### config.mk
export PLATFORM = sky130hd
export DESIGN_NAME = freq_div_multi
export DESIGN_NICKNAME = d
export VERILOG_FILES = /design/src/rtl/freq_div_pkg.sv /design/src/rtl/freq_div_chan.sv /design/src/rtl/freq_div_multi.sv
export SDC_FILE = /design/constraint.sdc
export NUM_CORES = 1
export LEC_CHECK = 0
export ABC_AREA = 1
export BUFFER_PORTS_ARGS = -buffer_cell sky130_fd_sc_hd__buf_2
export CORE_UTILIZATION = 30
export DETAILED_ROUTE_END_ITERATION = 6
export SLEW_MARGIN = 15
export SYNTH_ARGS = -nofsm -noshare
export SYNTH_HDL_FRONTEND = slang
export SYNTH_SLANG_ARGS = --single-unit
### constraint.sdc
create_clock -name clk -period 2.4 [get_ports clk]
set_input_delay 0.24 -clock clk [delete_from_list [all_inputs] [get_ports clk]]
set_output_delay 0.24 -clock clk [all_outputs]
set_load 0.005 [all_outputs]
### src/rtl/freq_div_pkg.sv
// Shared defaults, reset constants and divisor/high-time helpers for the
// multi-channel frequency divider.
// Build option: FREQ_DIV_DUTY_EN selects a programmable high time; without it
// every channel runs at 50% duty.
package freq_div_pkg;

    localparam int DEF_NUM_CH = 4;
    localparam int DEF_WIDTH  = 32;

    // Active divisor and high time after reset: divide-by-one, output high.
    localparam int RST_DIV  = 1;
    localparam int RST_HIGH = 1;

    // A divisor of zero would never wrap, so it is treated as one.
    function automatic logic [63:0] norm_div(input logic [63:0] d);
        return (d == 64'd0) ? 64'd1 : d;
    endfunction

    // A high time longer than the period simply means "always high".
    function automatic logic [63:0] clamp_high(input logic [63:0] h, input logic [63:0] n);
        return (h > n) ? n : h;
    endfunction

    // Half period rounded up, written without an n+1 that could overflow.
    function automatic logic [63:0] half_high(input logic [63:0] n);
        return (n >> 1) + {63'd0, n[0]};
    endfunction

endpackage

### src/rtl/freq_div_chan.sv
// One divider channel: period counter, shadow and active divisor/high time,
// pending-commit flag, and the registered tick and div_out outputs.
// Build option: FREQ_DIV_DUTY_EN keeps a shadow high-time register and clamps
// it at commit; otherwise the high time is derived from the divisor.
module freq_div_chan
    import freq_div_pkg::*;
#(
    parameter int WIDTH = DEF_WIDTH
) (
    input  logic             clk,
    input  logic             reset_n,
    input  logic             enable,
    input  logic             sync,
    input  logic             accept,
    input  logic [WIDTH-1:0] cfg_div,
    input  logic [WIDTH-1:0] cfg_high,
    output logic             pending,
    output logic             tick,
    output logic             div_out
);

    logic [WIDTH-1:0] cnt;
    logic [WIDTH-1:0] act_n;
    logic [WIDTH-1:0] act_h;
    logic [WIDTH-1:0] sh_n;
    logic [WIDTH-1:0] commit_h;
    logic             wrap;
    logic             commit;

`ifdef FREQ_DIV_DUTY_EN
    logic [WIDTH-1:0] sh_h;
`else
    logic unused_cfg_high;
    assign unused_cfg_high = ^cfg_high;
`endif

    // Counter only ever runs 0..act_n-1, so this compare is the period end.
    assign wrap = (cnt == act_n - WIDTH'(1));

    // A pending config lands at a period boundary: the wrap of a running
    // channel, any cycle of a stopped channel, or a realign pulse.
    assign commit = pending & (sync | ~enable | wrap);

    // High time that becomes active when the shadow divisor is committed.
    always_comb begin
`ifdef FREQ_DIV_DUTY_EN
        commit_h = WIDTH'(clamp_high(64'(sh_h), 64'(sh_n)));
`else
        commit_h = WIDTH'(half_high(64'(sh_n)));
`endif
    end

    // Configuration path: load shadow on accept, move it to active on commit.
    always_ff @(posedge clk or negedge reset_n) begin
        if (!reset_n) begin
            pending <= 1'b0;
            sh_n    <= '0;
`ifdef FREQ_DIV_DUTY_EN
            sh_h    <= '0;
`endif
            act_n   <= WIDTH'(RST_DIV);
            act_h   <= WIDTH'(RST_HIGH);
        end else if (accept) begin
            pending <= 1'b1;
            sh_n    <= WIDTH'(norm_div(64'(cfg_div)));
`ifdef FREQ_DIV_DUTY_EN
            sh_h    <= cfg_high;
`endif
        end else if (commit) begin
            pending <= 1'b0;
            act_n   <= sh_n;
            act_h   <= commit_h;
        end
    end

    // Period counter and outputs; the realign pulse overrides everything.
    always_ff @(posedge clk or negedge reset_n) begin
        if (!reset_n) begin
            cnt     <= '0;
            tick    <= 1'b0;
            div_out <= 1'b0;
        end else if (sync) begin
            cnt     <= '0;
            tick    <= 1'b0;
            div_out <= 1'b0;
        end else if (enable) begin
            div_out <= (cnt < act_h);
            if (wrap) begin
                cnt  <= '0;
                tick <= 1'b1;
            end else begin
                cnt  <= cnt + WIDTH'(1);
                tick <= 1'b0;
            end
        end else begin
            tick <= 1'b0;
            if (commit) begin
                cnt <= '0;
            end
        end
    end

endmodule

### src/rtl/freq_div_multi.sv
// Multi-channel frequency divider: NUM_CH independent channels sharing one
// clock, a realign pulse and a valid/ready configuration port.
// Config handshake: a request on cfg_ch is taken in any cycle where
// cfg_valid and cfg_ready are both high; cfg_ready is low only while the
// addressed channel still holds an uncommitted config, and is always high for
// a channel index that does not exist (such a request is discarded).
// Build option: FREQ_DIV_DUTY_EN enables the programmable high time cfg_high.
module freq_div_multi
    import freq_div_pkg::*;
#(
    parameter int  NUM_CH = DEF_NUM_CH,
    parameter int  WIDTH  = DEF_WIDTH,
    localparam int CH_W   = (NUM_CH > 1) ? $clog2(NUM_CH) : 1
) (
    input  logic              clk,
    input  logic              reset_n,
    input  logic [NUM_CH-1:0] enable,
    input  logic              sync,
    input  logic              cfg_valid,
    output logic              cfg_ready,
    input  logic [CH_W-1:0]   cfg_ch,
    input  logic [WIDTH-1:0]  cfg_div,
    input  logic [WIDTH-1:0]  cfg_high,
    output logic [NUM_CH-1:0] tick,
    output logic [NUM_CH-1:0] div_out
);

    logic [NUM_CH-1:0] pending;
    logic [NUM_CH-1:0] accept;

    // Channel decode: ready reflects the addressed channel's pending flag.
    always_comb begin
        cfg_ready = 1'b1;
        accept    = '0;
        for (int c = 0; c < NUM_CH; c++) begin
            if (cfg_ch == CH_W'(c)) begin
                cfg_ready = ~pending[c];
                accept[c] = cfg_valid & ~pending[c];
            end
        end
    end

    for (genvar c = 0; c < NUM_CH; c++) begin : g_chan
        freq_div_chan #(
            .WIDTH(WIDTH)
        ) u_chan (
            .clk     (clk),
            .reset_n (reset_n),
            .enable  (enable[c]),
            .sync    (sync),
            .accept  (accept[c]),
            .cfg_div (cfg_div),
            .cfg_high(cfg_high),
            .pending (pending[c]),
            .tick    (tick[c]),
            .div_out (div_out[c])
        );
    end

endmodule

* After elaboration in Yosys (flattened, before gate mapping)
Index checks and enable logic that the tools add are counted.
** Operators by class
- $add $sub $neg :: 12
- Order comparisons :: 4
- Equality and inequality tests :: 7
- Mux-type cells :: 53
- Bitwise operators :: 28
- Reduce and logical (&&, ||, !) cells :: 18
** Operators with widths (count)
- two-way mux 32 bit :: 17
- adder 31 x 1 -> 32 bit :: 4
- adder 32 x 1 -> 32 bit (second input constant) :: 4
- == test 32 bit :: 4
- < comparator 32 bit :: 4
- subtractor 32 x 1 -> 32 bit (second input constant) :: 4
- two-way mux 1 bit :: 36
- zero test 32 bit :: 1
- nonzero test 2 bit :: 8
- NOT 1 bit :: 12
- nonzero test 3 bit :: 4
- bitwise AND 1 bit :: 8
- bitwise OR 1 bit :: 8
- AND reduction 2 bit :: 4
- == test 2 bit (second input constant) :: 2
- == test 2 x 1 -> 1 bit (second input constant) :: 1
- zero test 2 bit :: 1
** Storage, ports and cells
- Register bits :: 524
- Output and inout port bits :: 9
- Word-level logic and storage cells :: 150

* Logic depth before layout (Yosys ltp)
Gate-level depths: netlist of the first run.
- Depth in word-level cells :: 7
- Gate-level depth with buffers :: 19

* Hierarchy
Synthesis of the first run repeated with hierarchy kept, for this count alone.
** Unflattened totals
- Cell total of the unflattened synthesis :: 4955
- Area total of the unflattened synthesis :: 34964.8 um^2
** By module, submodules not included
- freq_div_chan at g_chan[1].u_chan ... :: instances 3, cells an instance 1227, area each 8722.1 um^2, seq. area each 3280.6 um^2
- freq_div_chan at g_chan[0].u_chan :: instances 1, cells an instance 1253, area each 8715.9 um^2, seq. area each 3280.6 um^2
- freq_div_multi :: instances 1, cells an instance 21, area each 82.6 um^2, seq. area each 0.0 um^2

* Worst setup path before layout of the first run
Ideal clock, no wire load.
- Kind :: register to register
- From :: reg g_chan[2].u_chan.act_n[0]
- To :: reg g_chan[2].u_chan.cnt[10]
- Arrival time :: 2.251 ns
- Slack :: 0.017 ns
- Cell stages (with the launch flop) :: 16
- Path buffers :: 2
- Clock period less this slack :: 2.383 ns
- Cell sequence :: dfstp_2 > inv_1 > ha_1 > nand3_1 > nor2_1 > nand2_1 > xor2_1 > nand2_1 > nor2_1 > nand2_1 > nor2_1 > nand3_1 > nand2_2 > buf_6 > buf_2 > a21oi_1
** On the way
- Word-level cells in the longest chain between the ends :: 5
** RTL lines
- start: declaration :: RTL line freq_div_chan.sv:23 : logic [WIDTH-1:0] act_n;
- start signal: assignment :: RTL line freq_div_chan.sv:61 : act_n <= WIDTH'(RST_DIV);
- start signal: assignment :: RTL line freq_div_chan.sv:71 : act_n <= sh_n;
- subtractor 32 x 1 -> 32 bit * :: RTL line freq_div_chan.sv:38 : assign wrap = (cnt == act_n - WIDTH'(1));
- == test 32 bit * :: RTL line freq_div_chan.sv:38
- bitwise OR 1 bit or two-way mux 32 bit (tied branches) :: RTL line freq_div_chan.sv:42, freq_div_chan.sv:88
- bitwise AND 1 bit or two-way mux 32 bit (tied branches) :: RTL line freq_div_chan.sv:42, freq_div_chan.sv:86
- nonzero test 3 bit (no line) or two-way mux 32 bit (tied branches)
- end signal: assignment :: RTL line freq_div_chan.sv:92 : cnt <= cnt + WIDTH'(1);
- end: declaration :: RTL line freq_div_chan.sv:22 : logic [WIDTH-1:0] cnt;
Every way passes the cells marked *; elsewhere a longest branch is shown, timed or not.
A chain may end at the register's enable or synchronous reset.

* Worst setup path in the final report of the first run
- From :: reg g_chan[3].u_chan.act_n[1]
- To :: reg g_chan[3].u_chan.act_h[28]
** On the way
- Word-level cells in the longest chain between the ends :: 5
** RTL lines
- start: declaration :: RTL line freq_div_chan.sv:23
- start signal: assignment :: RTL line freq_div_chan.sv:61
- start signal: assignment :: RTL line freq_div_chan.sv:71
- subtractor 32 x 1 -> 32 bit :: RTL line freq_div_chan.sv:38
- == test 32 bit :: RTL line freq_div_chan.sv:38
- bitwise OR 1 bit :: RTL line freq_div_chan.sv:42 : assign commit = pending & (sync | ~enable | wrap);
- bitwise AND 1 bit :: RTL line freq_div_chan.sv:42
- AND reduction 2 bit (no line)
- end signal: assignment :: RTL line freq_div_chan.sv:62 : act_h <= WIDTH'(RST_HIGH);
- end signal: assignment :: RTL line freq_div_chan.sv:72 : act_h <= commit_h;
- end: declaration :: RTL line freq_div_chan.sv:24 : logic [WIDTH-1:0] act_h;
Every way passes these cells.

==> impl_metrics.ini, run 1 <==
[critical_path]
crit_arrival_ns = 3.23
r2r_end = g_chan[3].u_chan.act_h[28]
path_class = flop to flop
crit_start = g_chan[3].u_chan.act_n[1]
crit_fanout = 7
worstSetupStartpointType = flop
critPathRequiredTime_ns = 2.95
rrSetupSlack_ns = -0.28
rr_startpoint = g_chan[3].u_chan.act_n[1]
crit_path_end_kind = flop
ff2ff_path_depth = 19

[clock_network]
clkTransAtPathRegs_ns = 0.06
cts_root_buf = clkbuf_16
cts_buffers = 66
cts.sinks = 524
cts_max_level = 3
clock_latency_ns = 0.64
cts_tree = yes
clock_path_buffers = 3

[detailed_routing]
drc = 0
vias = 34000
totalWireLength_um = 119000
ant_nets = 0
wl_per_cell_um = 17.1
first_pass_iters = 5
drtIter0Drc = 2643
viasPerCell = 4.89

[global_route]
grt_util_all_layers_pct = 19.5
grt_max_degree = 71
grt_pass1_wl_um = 181000
grt_antenna_before_repair = 10
grt-ovfl-total = 0
grt_pass1_vias = 32600

[synth]
syn_nets = 5031
synthArstFlopShare_pct = 100
ys_types = 48
synth_seq_area_share_pct = 38.1
synth_area_sq_um = 34500
synth_top_area_share_pct = 37.5
synth_edf_count = 0
yosys_warnings = 0
yosys_register_bits = 524
ys.flop_type = dfrtp_1
synth_top_area_cell = dfrtp_1
yosys-top-cells-area = dfrtp_1, nand2_1, nand3_1
synth.avg_cell_area_sq_um = 7.15
synthCells = 4817

[hold_path]
worstHoldStart = enable[0]
hold_class = input port to flop
holdPathEnd = g_chan[0].u_chan.div_out
hold_depth = 4

[cells_and_area]
nNetsFinal = 5620
drive_above_1_share_pct = 24.3
num-fill-cells = 11400
area_growth_pct = 35.5
fin_area_sq_um = 46700
seq_area_sq_um = 13200
utilization_pct = 41.3
fin_cells = 6958
multi_input_area_sq_um = 20800

[floorplan]
ios = 83
dieArea_sq_um = 116000
num_rows = 123
start_util_pct = 30.5
dieWidth_um = 341
die_h_um = 341
core_sq_um = 113000

[placement]
port-buffer-count = 50
dpl.cell_count = 6707
dpl-instance-area_sq_um = 39800
gp_congestion = 0.912
hpwl_um = 85500
place_ws_ns = -0.326

[timing]
tightest_slew_ns = 0.906
hold_violations = 0
setup_viol_count_final = 386
max_freq_mhz = 374
maxSlewHeadroom_pct = 39.6
finalClockSkew_ns = 0.0339
fin_crit_sh_pct = 111
maxSlewViolCount = 0
fin_crit_ns = 2.68
finalWorstSetupSlack_ns = -0.275
whs_ns = 0.0457
rsz0062_at_grt = true

[power_and_ir_drop]
power_per_cell_area_nw_per_um2 = 806
p_leak_nw = 22.8
peakVddDrop_mv = 0.583

[outcome]
violations = negative setup slack
outcome = finished with violations

[flow_run]
maxCapViolCount = 0
==> worst max-delay path, cell delays in order (launching register included) <==
cell,delay (ns)
dfrtp_1,0.41
inv_2,0.08
ha_4,0.16
nand2_4,0.06
buf_12,0.13
nor2_8,0.19
nand2_8,0.10
nor2_4,0.11
nand2_1,0.06
nand2_1,0.07
nand2_1,0.06
nor2_1,0.10
nand2_1,0.09
nor2_1,0.12
nand2_2,0.13
nand2_8,0.15
buf_12,0.17
clkbuf_16,0.18
nand3_2,0.08
nand2_1,0.12
==> cells in the mapped netlist, types with 4 or more instances <==
master and instances:
nand2_1 1443, dfrtp_1 516, inv_1 503, nor2_1 483
nand3_1 438, xor2_1 239, a21oi_1 196, o21ai_0 183
ha_1 140, nand4_1 114, xnor2_1 97, nor3_1 93
clkbuf_1 81, buf_2 40, o21bai_1 26, buf_4 25
nand3b_1 22, nor2_2 21, nor4_1 21, nand2_2 20
o22ai_1 10, buf_6 9, inv_2 9, nor2_4 9
o21ai_1 9, dfstp_2 8, and3_1 6, o211ai_1 6
nor3b_1 5, or2_2 5, a211oi_1 4, o31ai_1 4
or2_1 4
==> metal layers <==
layer	part of all wire (%)	up-vias	GRT usage [%]	wire (um)
li1	-	16700	-	-
met1	45	16300	26.4	53100
met2	47	899	32.4	56300
met3	5.4	181	2.67	6420
met4	2.4	10	5.42	2830
met5	0.054	-	0	64
==> area by class of cell <==
cell class / instances / area share, %
Antenna cell: 1 / 0.00536
Clock buffer: 93 / 4.06
Clock inverter: 26 / 0.785
Inverter: 515 / 4.14
Multi-Input combinational cell: 3624 / 44.6
Sequential cell: 524 / 28.2
Tap cell: 1500 / 4.02
Timing Repair Buffer: 675 / 14.2
==> sequential cells by signal, summed over array words and instances, names as in the netlist <==
register,cells
g_chan.u_chan.act_h,128
g_chan.u_chan.pending,4
g_chan.u_chan.act_n,128
g_chan.u_chan.sh_n,128
g_chan.u_chan.cnt,128
g_chan.u_chan.div_out,4
g_chan.u_chan.tick,4
==> worst max path at each step <==
stage                                       endpoint  cells after the start
after floorplan             g_chan[2].u_chan.cnt[10]                     15
after global placement    g_chan[0].u_chan.act_n[20]                     15
after detailed placement   g_chan[2].u_chan.act_n[1]                     15
after CTS                 g_chan[2].u_chan.act_h[17]                     16
after global routing      g_chan[2].u_chan.act_n[11]                     16
final                     g_chan[3].u_chan.act_h[28]                     19
==> kinds of logic after synthesis <==
group	count (synthesis)	share of synthesized area, %
and+or+nand+nor	2694	33.4
buffers and inverters	672	7.93
DFF	524	38.1
AOI/OAI and AO/OA	451	7.01
xor gates and xnor gates	336	8.54
adders and majority gates	140	5.08
==> repair_timing <==
item                                    CTS  global route
setup buffers                            34            14
pin swaps                                90           142
endpoints found under the hold margin   463             0
endpoints found under the setup margin  387           390
cloned                                   27            33
hold buffers                             26             0
gates resized for setup                 218           511
==> power by group <==
part           leakage (nW)  switching, mW  internal, mW
Clock                  1.11           4.27          6.14
Combinational          14.9           7.93          6.43
Sequential             6.76           2.34          10.5
Total                  22.8           14.5          23.1
==> layout by cell type, fill, tap and decap left out, types with 36 or more instances in the layout <==
| cell type | instances |
|---|---|
| inv_1 | 491 |
| nand3_2 | 36 |
| nand2_4 | 98 |
| ha_1 | 136 |
| nor3_1 | 91 |
| nand2_1 | 1182 |
| nand4_1 | 114 |
| dfrtp_1 | 483 |
| nand2_2 | 180 |
| o21ai_0 | 180 |
| nand3_1 | 394 |
| a21oi_1 | 158 |
| clkbuf_16 | 94 |
| xnor2_1 | 96 |
| nor2_1 | 402 |
| xor2_1 | 232 |
| buf_2 | 49 |
| buf_4 | 482 |
| nor2_2 | 76 |
==> through the flow <==
stage | TNS, ns | total power [mW]
finish | -66.76 | 37.6
global route | -122.67 | 39.9
detailed placement | -94.75 | 24.8
floorplan | 0 | 19.2
CTS | -39.42 | 36.2
global placement | -87.03 | 24.6
Power figures use the tool's default switching activity.
==> inputs of run 2 (changes only) <==
--- a/config.mk
+++ b/config.mk
@@ -9,6 +9,7 @@
 export BUFFER_PORTS_ARGS = -buffer_cell sky130_fd_sc_hd__buf_2
 export CORE_UTILIZATION = 30
 export DETAILED_ROUTE_END_ITERATION = 6
+export PLACE_DENSITY = 0.55
 export SLEW_MARGIN = 15
 export SYNTH_ARGS = -nofsm -noshare
 export SYNTH_HDL_FRONTEND = slang
==> run 2 against run 1 <==
Against the previous run:
- largest power group unchanged
- fmax up 0.36%
- combinational power about the same
- the flow finishes with violations (design-rule violations, negative setup slack)
- highest routed layer unchanged
- first-iteration DRC count down 13%
- via count down 0.78%
- non-clock buffer count up 27
- sequential cell count unchanged
- worst setup slack better by 0.0097 ns
- sequential power about the same
- clock power down 12%
- cell count up 0.19%
- core utilization down 0.18 points
- largest cell class unchanged
==> impl_metrics.ini, run 2 (same netlist as run 1, synthesis figures left out) <==
[cells_and_area]
nNetsFinal = 5640
final_cell_mix = nand2_1, buf_4, inv_1, dfrtp_1, nor2_1
seq_area_sq_um = 13200
drive_above_1_share_pct = 25.0
area_growth_pct = 34.9
layout_commonest_cell = nand2_1
num-fill-cells = 11500
multi_input_area_sq_um = 20800

[floorplan]
start_util_pct = 30.5
die_h_um = 341
ios = 83
dieWidth_um = 341
num_rows = 123
core_sq_um = 113000
dieArea_sq_um = 116000

[critical_path]
worstSetupStartpointType = flop
crit_path_end_kind = flop
slowest_stage = dfrtp_2
crit_top_cell = nand2_1
path_class = flop to flop
crit_fanout = 8
critPathRequiredTime_ns = 2.90
cpPeakStageDelay_ns = 0.46
path_cells = buf_6, inv_4, nand3_4, nor2_4, buf_6, nand3_2, nand2_1, nand2_1, nor2_1, nand3b_1, nor2_1, nand3_2, nand2_4, nand2_8, buf_12, buf_16, nand2_2, nand2_1
crit_buf_inv = 5
crit_arrival_ns = 3.16
cp_top_family = simple AND/OR/NAND/NOR gates

[detailed_routing]
drtIter0Drc = 2310
wl_per_cell_um = 17.1
ant_nets = 0
viasPerCell = 4.84
drc = 2
first_pass_iters = 7
vias = 33800
totalWireLength_um = 119000

[clock_network]
clock_latency_ns = 0.64
cts_root_buf = clkbuf_16
cts_max_level = 2
cts.sinks = 524
clkTransAtPathRegs_ns = 0.06
cts_buffers = 59
cts_tree = yes
clock_path_buffers = 3

[placement]
gp_congestion = 0.893
hpwl_um = 86400
place_ws_ns = -0.385
port-buffer-count = 50

[power_and_ir_drop]
p_leak_nw = 22.8
p_total_mw = 36.3
peakVddDrop_mv = 0.594
power_per_cell_area_nw_per_um2 = 781

[global_route]
grt-ovfl-total = 0
grt_antenna_before_repair = 6
grt_pass1_wl_um = 185000
grt_max_degree = 70
grt_util_all_layers_pct = 19.9
grt_pass1_vias = 32800

[timing]
finalClockSkew_ns = 0.0271
setup_viol_count_final = 380
maxSlewViolCount = 0
whs_ns = 0.0318
tns_ns = -58.19
rsz0062_at_grt = true
max_freq_mhz = 375
tightest_slew_ns = 0.902
finalWorstSetupSlack_ns = -0.265
hold_violations = 0
maxSlewHeadroom_pct = 39.9
fin_crit_ns = 2.67
fin_crit_sh_pct = 111

[flow_run]
maxCapViolCount = 0

[outcome]
violations = design-rule violations, negative setup slack
outcome = finished with violations

[hold_path]
hold_class = input port to flop
run 2: cell types whose count changed in the layout (fill, tap and decap cells not counted), moves of 12 or more:
cell	delta
nand3_1	-27
nand2_2	+23
nand3_2	+23
buf_12	+21
clkbuf_16	-19
buf_4	+13
buf_6	+12
nand2_4	-12
run 2: cell type report:
| type | count | share of cell area (%) |
|---|---|---|
| diodes | 1 | 0.00538 |
| clock buffers | 79 | 3.55 |
| repair buffers | 702 | 14.6 |
| well taps | 1500 | 4.04 |
| flip-flops and latches | 524 | 28.3 |
| clock inverters | 26 | 0.541 |
| inverters | 515 | 4.16 |
| multi-input cells | 3624 | 44.8 |
run 2: routing by layer:
metal  share of wire, %  global-route usage (%)
met5              0.030                       0
met2                 47                    32.8
met1                 45                    27.0
met4                3.2                    5.82
met3                5.1                    2.70
run 2: worst register-to-register path: stages (launching register included):
cell and delay (ns):
dfrtp_2 0.46, buf_6 0.14, inv_4 0.06, nand3_4 0.11, nor2_4 0.21, buf_6 0.13, nand3_2 0.10, nand2_1 0.10
nand2_1 0.06, nor2_1 0.11, nand3b_1 0.09, nor2_1 0.12, nand3_2 0.12, nand2_4 0.16, nand2_8 0.11, buf_12 0.19
buf_16 0.16, nand2_2 0.07, nand2_1 0.05
run 2: repair_timing:
action,in CTS,in global routing
setup endpoints to repair,387,390
buffers inserted,46,33
resized for setup,288,457
hold buffers,26,0
gates cloned,37,23
endpoints found under the hold margin,191,0
pin swaps,95,115
run 2: report_power, final:
group / internal (mW) / switching, mW
Clock: 5.23 / 3.91
Combinational: 6.47 / 7.80
Sequential: 10.5 / 2.37
run 2: path summary, 6_finish.rpt:
path / start / to / slack [ns] / cells past startpoint
setup / recovery: g_chan[1].u_chan.act_n[3] / g_chan[1].u_chan.act_n[18] / -0.27 / 18
hold / removal: enable[0] / g_chan[0].u_chan.div_out / 0.03 / 4
max in group asynchronous: reset_n / g_chan[1].u_chan.act_n[3] / 1.40 / 3
min in group asynchronous: reset_n / g_chan[0].u_chan.tick / 0.13 / 2
setup reg to reg: g_chan[1].u_chan.act_n[3] / g_chan[1].u_chan.act_n[18] / -0.27 / 18
hold reg to reg: g_chan[3].u_chan.act_h[0] / g_chan[3].u_chan.act_h[0] / 0.46 / 2
run 2: through the flow:
stage | utilization (%) | std cells | instance area [sq um]
3_3_place_gp | 35.4 | 6725 | 40000
6_report | 41.1 | 6971 | 46500
2_1_floorplan | - | 4817 | 34500
3_5_place_dp | 35.4 | 6725 | 40000
4_1_cts | 39.4 | 6938 | 44600
5_1_grt | 41.1 | 6970 | 46500
